### src/rtl/insq_if.sv
// insq_if: fetch-side and decode-side signals of the dual-issue instruction queue.
interface insq_if #(parameter int PC = 16, parameter int INS = 32, parameter int DEPTH = 8);
    logic                     flush;
    logic [INS-1:0]           f_ins1, f_ins2;
    logic [PC-1:0]            f_pc1, f_pc2;
    logic                     f_v1, f_v2;
    logic                     f_ready;
    logic                     dec_ready;
    logic [INS-1:0]           instruction1, instruction2;
    logic                     ins1_valid, ins2_valid;
    logic [PC-1:0]            PC_in1, PC_in2;
    logic [$clog2(DEPTH):0]   count;
    modport master (
        output flush, f_ins1, f_ins2, f_pc1, f_pc2, f_v1, f_v2, dec_ready,
        input  f_ready, instruction1, instruction2, ins1_valid, ins2_valid, PC_in1, PC_in2, count
    );
    modport slave (
        input  flush, f_ins1, f_ins2, f_pc1, f_pc2, f_v1, f_v2, dec_ready,
        output f_ready, instruction1, instruction2, ins1_valid, ins2_valid, PC_in1, PC_in2, count
    );
endinterface

### src/rtl/insq.sv
// insq: dual-issue instruction queue between fetch and decode.
// Optional INSQ_BYPASS_EN: fetch pair drives the decoder directly when the queue is empty.
module insq #(parameter int PC = 16, parameter int INS = 32, parameter int DEPTH = 8) (
    input logic   clk,
    input logic   rst,
    insq_if.slave q
);
    localparam int AW = $clog2(DEPTH);
    localparam int CW = AW + 1;
    logic [INS-1:0] ins_mem [DEPTH];
    logic [PC-1:0]  pc_mem  [DEPTH];
    logic [AW-1:0]  head, tail, head1;
    logic [CW-1:0]  cnt;
    logic           byp, enq_ok, v1, v2;
    logic [1:0]     n_enq, n_deq;
    logic [INS-1:0] ins_first, ins1, ins2;
    logic [PC-1:0]  pc_first, pc1, pc2;
    assign q.f_ready = cnt <= CW'(DEPTH - 2);
`ifdef INSQ_BYPASS_EN
    assign byp = (cnt == '0) && q.dec_ready && q.f_ready && !q.flush;
`else
    assign byp = 1'b0;
`endif
    // A lone slot-2 instruction is compacted into slot 1 position
    assign ins_first = q.f_v1 ? q.f_ins1 : q.f_ins2;
    assign pc_first  = q.f_v1 ? q.f_pc1  : q.f_pc2;
    assign enq_ok = q.f_ready && !q.flush && !byp;
    assign n_enq  = enq_ok ? {1'b0, q.f_v1} + {1'b0, q.f_v2} : 2'd0;
    assign n_deq  = (q.dec_ready && !q.flush) ? (cnt >= CW'(2) ? 2'd2 : {1'b0, cnt != '0}) : 2'd0;
    assign head1  = head + AW'(1);
    always_ff @(posedge clk or posedge rst) begin
        if (rst) begin
            head <= '0;
            tail <= '0;
            cnt  <= '0;
        end else if (q.flush) begin
            head <= '0;
            tail <= '0;
            cnt  <= '0;
        end else begin
            head <= head + AW'(n_deq);
            tail <= tail + AW'(n_enq);
            cnt  <= cnt + CW'(n_enq) - CW'(n_deq);
        end
    end
    always_ff @(posedge clk) begin
        if (n_enq != 2'd0) begin
            ins_mem[tail] <= ins_first;
            pc_mem[tail]  <= pc_first;
        end
        if (n_enq == 2'd2) begin
            ins_mem[tail + AW'(1)] <= q.f_ins2;
            pc_mem[tail + AW'(1)]  <= q.f_pc2;
        end
    end
    always_comb begin
        v1   = byp ? (q.f_v1 | q.f_v2) : (cnt != '0);
        v2   = byp ? (q.f_v1 & q.f_v2) : (cnt >= CW'(2));
        ins1 = byp ? ins_first : ins_mem[head];
        pc1  = byp ? pc_first  : pc_mem[head];
        ins2 = byp ? q.f_ins2  : ins_mem[head1];
        pc2  = byp ? q.f_pc2   : pc_mem[head1];
    end
    assign q.ins1_valid   = v1;
    assign q.ins2_valid   = v2;
    assign q.instruction1 = v1 ? ins1 : '0;
    assign q.PC_in1       = v1 ? pc1  : '0;
    assign q.instruction2 = v2 ? ins2 : '0;
    assign q.PC_in2       = v2 ? pc2  : '0;
    assign q.count        = cnt;
endmodule
### src/flat_wrapper.sv
// flat-port wrapper written by rule: the top's interface ports become plain ports
module insq_flat 
#(parameter int PC = 16, parameter int INS = 32, parameter int DEPTH = 8)
  (clk, rst, q_flush, q_f_ins1, q_f_ins2, q_f_pc1, q_f_pc2, q_f_v1, q_f_v2, q_dec_ready, q_f_ready, q_instruction1, q_instruction2, q_ins1_valid, q_ins2_valid, q_PC_in1, q_PC_in2, q_count);
  insq_if #(.PC(PC), .INS(INS), .DEPTH(DEPTH)) q_i ();
  input logic clk;
  input logic rst;
  input wire logic [$bits(q_i.flush)-1:0] q_flush;
  input wire logic [$bits(q_i.f_ins1)-1:0] q_f_ins1;
  input wire logic [$bits(q_i.f_ins2)-1:0] q_f_ins2;
  input wire logic [$bits(q_i.f_pc1)-1:0] q_f_pc1;
  input wire logic [$bits(q_i.f_pc2)-1:0] q_f_pc2;
  input wire logic [$bits(q_i.f_v1)-1:0] q_f_v1;
  input wire logic [$bits(q_i.f_v2)-1:0] q_f_v2;
  input wire logic [$bits(q_i.dec_ready)-1:0] q_dec_ready;
  output wire logic [$bits(q_i.f_ready)-1:0] q_f_ready;
  output wire logic [$bits(q_i.instruction1)-1:0] q_instruction1;
  output wire logic [$bits(q_i.instruction2)-1:0] q_instruction2;
  output wire logic [$bits(q_i.ins1_valid)-1:0] q_ins1_valid;
  output wire logic [$bits(q_i.ins2_valid)-1:0] q_ins2_valid;
  output wire logic [$bits(q_i.PC_in1)-1:0] q_PC_in1;
  output wire logic [$bits(q_i.PC_in2)-1:0] q_PC_in2;
  output wire logic [$bits(q_i.count)-1:0] q_count;
  assign q_i.flush = q_flush;
  assign q_i.f_ins1 = q_f_ins1;
  assign q_i.f_ins2 = q_f_ins2;
  assign q_i.f_pc1 = q_f_pc1;
  assign q_i.f_pc2 = q_f_pc2;
  assign q_i.f_v1 = q_f_v1;
  assign q_i.f_v2 = q_f_v2;
  assign q_i.dec_ready = q_dec_ready;
  assign q_f_ready = q_i.f_ready;
  assign q_instruction1 = q_i.instruction1;
  assign q_instruction2 = q_i.instruction2;
  assign q_ins1_valid = q_i.ins1_valid;
  assign q_ins2_valid = q_i.ins2_valid;
  assign q_PC_in1 = q_i.PC_in1;
  assign q_PC_in2 = q_i.PC_in2;
  assign q_count = q_i.count;
  insq #(.PC(PC), .INS(INS), .DEPTH(DEPTH)) u_core (.clk(clk), .rst(rst), .q(q_i));
endmodule
### config.mk
export PLATFORM = sky130hd
export DESIGN_NAME = insq_flat
export DESIGN_NICKNAME = d
export VERILOG_FILES = /design/src/rtl/insq_if.sv /design/src/rtl/insq.sv /design/src/flat_wrapper.sv
export SDC_FILE = /design/constraint.sdc
export NUM_CORES = 1
export LEC_CHECK = 0
export CAP_MARGIN = 10
export CORE_ASPECT_RATIO = 1.75
export CORE_UTILIZATION = 40
export DETAILED_ROUTE_END_ITERATION = 7
export MAX_ROUTING_LAYER = met4
export SLEW_MARGIN = 30
export SYNTH_ARGS = -nofsm -noshare
export SYNTH_HDL_FRONTEND = slang
export SYNTH_SLANG_ARGS = --single-unit
export TNS_END_PERCENT = 5
### constraint.sdc
create_clock -name clk -period 4.4 [get_ports clk]
set_input_delay 0.66 -clock clk [delete_from_list [all_inputs] [get_ports clk]]
set_output_delay 0.66 -clock clk [all_outputs]
set_load 0.1 [all_outputs]
==> results.sh <==
export IMPL_die_area_mm2=0.0589
export IMPL_arrival_ps=3380
export IMPL_synth_nets=1439
export IMPL_first_iter_violations=1047
export IMPL_h_tree_depth=2
export IMPL_finClkSkew_ps=12.3
export IMPL_cap_violations=0
export IMPL_core_area_mm2=0.0572
export IMPL_seqCellArea_mm2=0.0118
export IMPL_pwr_density_cell_mw_per_mm2=576
export IMPL_slew_viol_final=0
export IMPL_postCtsSetupBuffers=0
export IMPL_worstPathMaxFanout=22
export IMPL_syn_to_final_growth_pct=19.6
export IMPL_final_common_cell="edfxtp_1"
export IMPL_clock_path_buffers=3
export IMPL_slew_headroom_pct=31.4
export IMPL_status="finished clean"
export IMPL_synth_seq_cells=394
export IMPL_rows=116
export IMPL_dp_hpwl_um=41800
export IMPL_yosysWarnings=0
export IMPL_path_class="reg2out"
export IMPL_multi_input_area_mm2=0.0108
export IMPL_grt_pass1_wl_um=99900
export IMPL_synth_area_leaders="edfxtp_1, mux4_2, mux2_2"
export IMPL_die_w_um=184
export IMPL_clk_pin_slew_ps=70
export IMPL_drtPass1Iterations=6
export IMPL_cts_tree="done"
export IMPL_hold_viol_final=0
export IMPL_via_count=13944
export IMPL_vias_per_cell=6.06
export IMPL_synth_cell_type_count=39
export IMPL_cp_end_kind="output port"
export IMPL_route_antenna_remaining_nets=0
export IMPL_grt_start_max_net_pins=145
export IMPL_synth_area_leader_cell="edfxtp_1"
export IMPL_ioPinCount=205
export IMPL_antenna_found_initial=2
export IMPL_numCtsBuffers=38
export IMPL_ir_worst_vdd_mv=0.602
export IMPL_ctsResizeCount=0
export IMPL_worst_ep_required_time_ps=3740
export IMPL_final_nets=1618
export IMPL_hold_buffers=0
export IMPL_initial_utilization_pct=40.5
export IMPL_fmax_mhz=247
export IMPL_finalSetupViolCount=0
export IMPL_gp_congestion=0.807
export IMPL_rsz0062_at_grt="no"
export IMPL_total_leakage_power_uw=0.00888
export IMPL_yosysSeqAreaShare_pct=50.9
export IMPL_min_path_type="in2async"
export IMPL_syn_inst=1322
export IMPL_io_buffer_count=204
export IMPL_place_area_mm2=0.0265
export IMPL_die_y_um=320
export IMPL_wl_per_cell_um=29.3
export IMPL_fillers=4964
export IMPL_tns_ps=0
export IMPL_fin_crit_sh_pct=91.9
export IMPL_drcViolationCount=0
export IMPL_design_area_mm2=0.0277
export IMPL_clk_latency_ps=550
export IMPL_synth_avg_cell_area_um2=17.5
export IMPL_synth_top_area_share_pct=49.8
export IMPL_finalCriticalPeriod_ps=4040
export IMPL_grtUsageTotal_pct=23.9
export IMPL_syn_area_mm2=0.0231
export IMPL_grt_pass1_vias=15276
export IMPL_gr_total_overflow=0
export IMPL_start_kind="register"
export IMPL_layout_common_cells="edfxtp_1, mux2_2, mux4_2"
export IMPL_tightest_slew_ps=1030
export IMPL_root_buffer="clkbuf_16"
export IMPL_drive_gt1_share_pct=47.7
export IMPL_cts_sinks=394
export IMPL_routed_wirelength_um=67300
[routing by layer]
metal  vias up  track usage, %  wire (µm)
li1       5929               -          -
met1      7423            27.5      25700
met2       499            43.2      36500
met3        93            2.52       3100
met4         0            7.72       2020
met5         -               -          0
[power by group]
group	switching, µW	leakage (µW)	internal [µW]
Combinational	5750	0.00470	2510
Sequential	92.7	0.00360	4340
Clock	1490	0.000576	1740
Total	7330	0.00888	8590
[through the flow]
stage               hold slack (ps)  util, %  cells  power, µW  setup slack (ps)
floorplan                       500        -   1322      10300              -285
global placement                665     46.3   2227      12800               743
detailed placement              660     46.3   2227      12800               716
CTS                             466     48.3   2297      16100               321
global route                    495     48.4   2300      16400               206
finish                          465     48.4   2301      15900               358
[cell usage after synthesis]
cell         n
and3_1       5
a21oi_1      3
ha_1        11
nor3_1       2
fa_1         4
xnor2_1      3
mux4_2     192
buf_4       13
a41o_1       2
a31o_1       2
clkbuf_1    28
nor3_2       4
nand4bb_1    1
a21boi_1     1
o21bai_1     2
inv_1       15
a211o_1      1
nand3b_1     1
a211oi_2     1
and2_1       2
a21o_1       1
nand4b_1     1
nor4b_1      1
a22o_1      96
buf_1       18
nor4bb_1     1
nor2_1      10
buf_6       12
edfxtp_1   384
xor2_1       4
mux2_2     313
or2_1        2
nand2_1      4
o211ai_1     1
and2_4       1
nor2b_1      7
mux2_1     119
buf_2       44
dfrtp_1     10
[flip-flops by register name, indices dropped and copies added (netlist names)]
signal,cells
u_core.ins_mem,256
u_core.tail,3
u_core.pc_mem,128
u_core.q.count,4
u_core.head,3
[path summary, 6_finish.rpt]
check / from / cells past startpoint / slack (ps) / end
min reg2reg: u_core.head[2] / 2 / 670 / u_core.head[2]
max reg2reg: u_core.q.count[2] / 13 / 1210 / u_core.q.count[3]
min in group clk: u_core.head[2] / 2 / 670 / u_core.head[2]
max: u_core.q.count[2] / 8 / 360 / q_instruction1[29]
min: rst / 2 / 460 / u_core.q.count[0]
max in group asynchronous: rst / 2 / 3570 / u_core.head[1]
[critical path, cell delays in order (launching register included)]
cell and delay, ps:
dfrtp_1 400, inv_1 90, ha_1 140, nor2b_1 630, nand2_1 170, and2_2 480
buf_4 340, a22o_1 310, buf_4 260
[cell families (layout without fill, tap and decap cells)]
group / Yosys count / after routing / share of synthesized area (%)
multiplexers: 624 / 624 / 39.7
flip-flops: 394 / 394 / 50.9
buffers and inverters: 130 / 339 / 2.95
adder cells (fa/ha/maj): 15 / 15 / 0.941
AND/OR/NAND/NOR: 42 / 42 / 1.11
AO/OA/AOI/OAI: 110 / 110 / 4.11
other: 0 / 3 / 0
XOR/XNOR: 7 / 7 / 0.265
[area by class of cell]
| class | count | area share, % |
|---|---|---|
| diodes | 3 | 0.0271 |
| clock buffers | 45 | 3.57 |
| clock inverters | 25 | 0.687 |
| inverters | 15 | 0.203 |
| multi-input cells | 798 | 39.1 |
| flip-flops and latches | 394 | 42.6 |
| well taps | 767 | 3.47 |
| repair buffers | 254 | 10.3 |
Power figures use the tool's default switching activity.
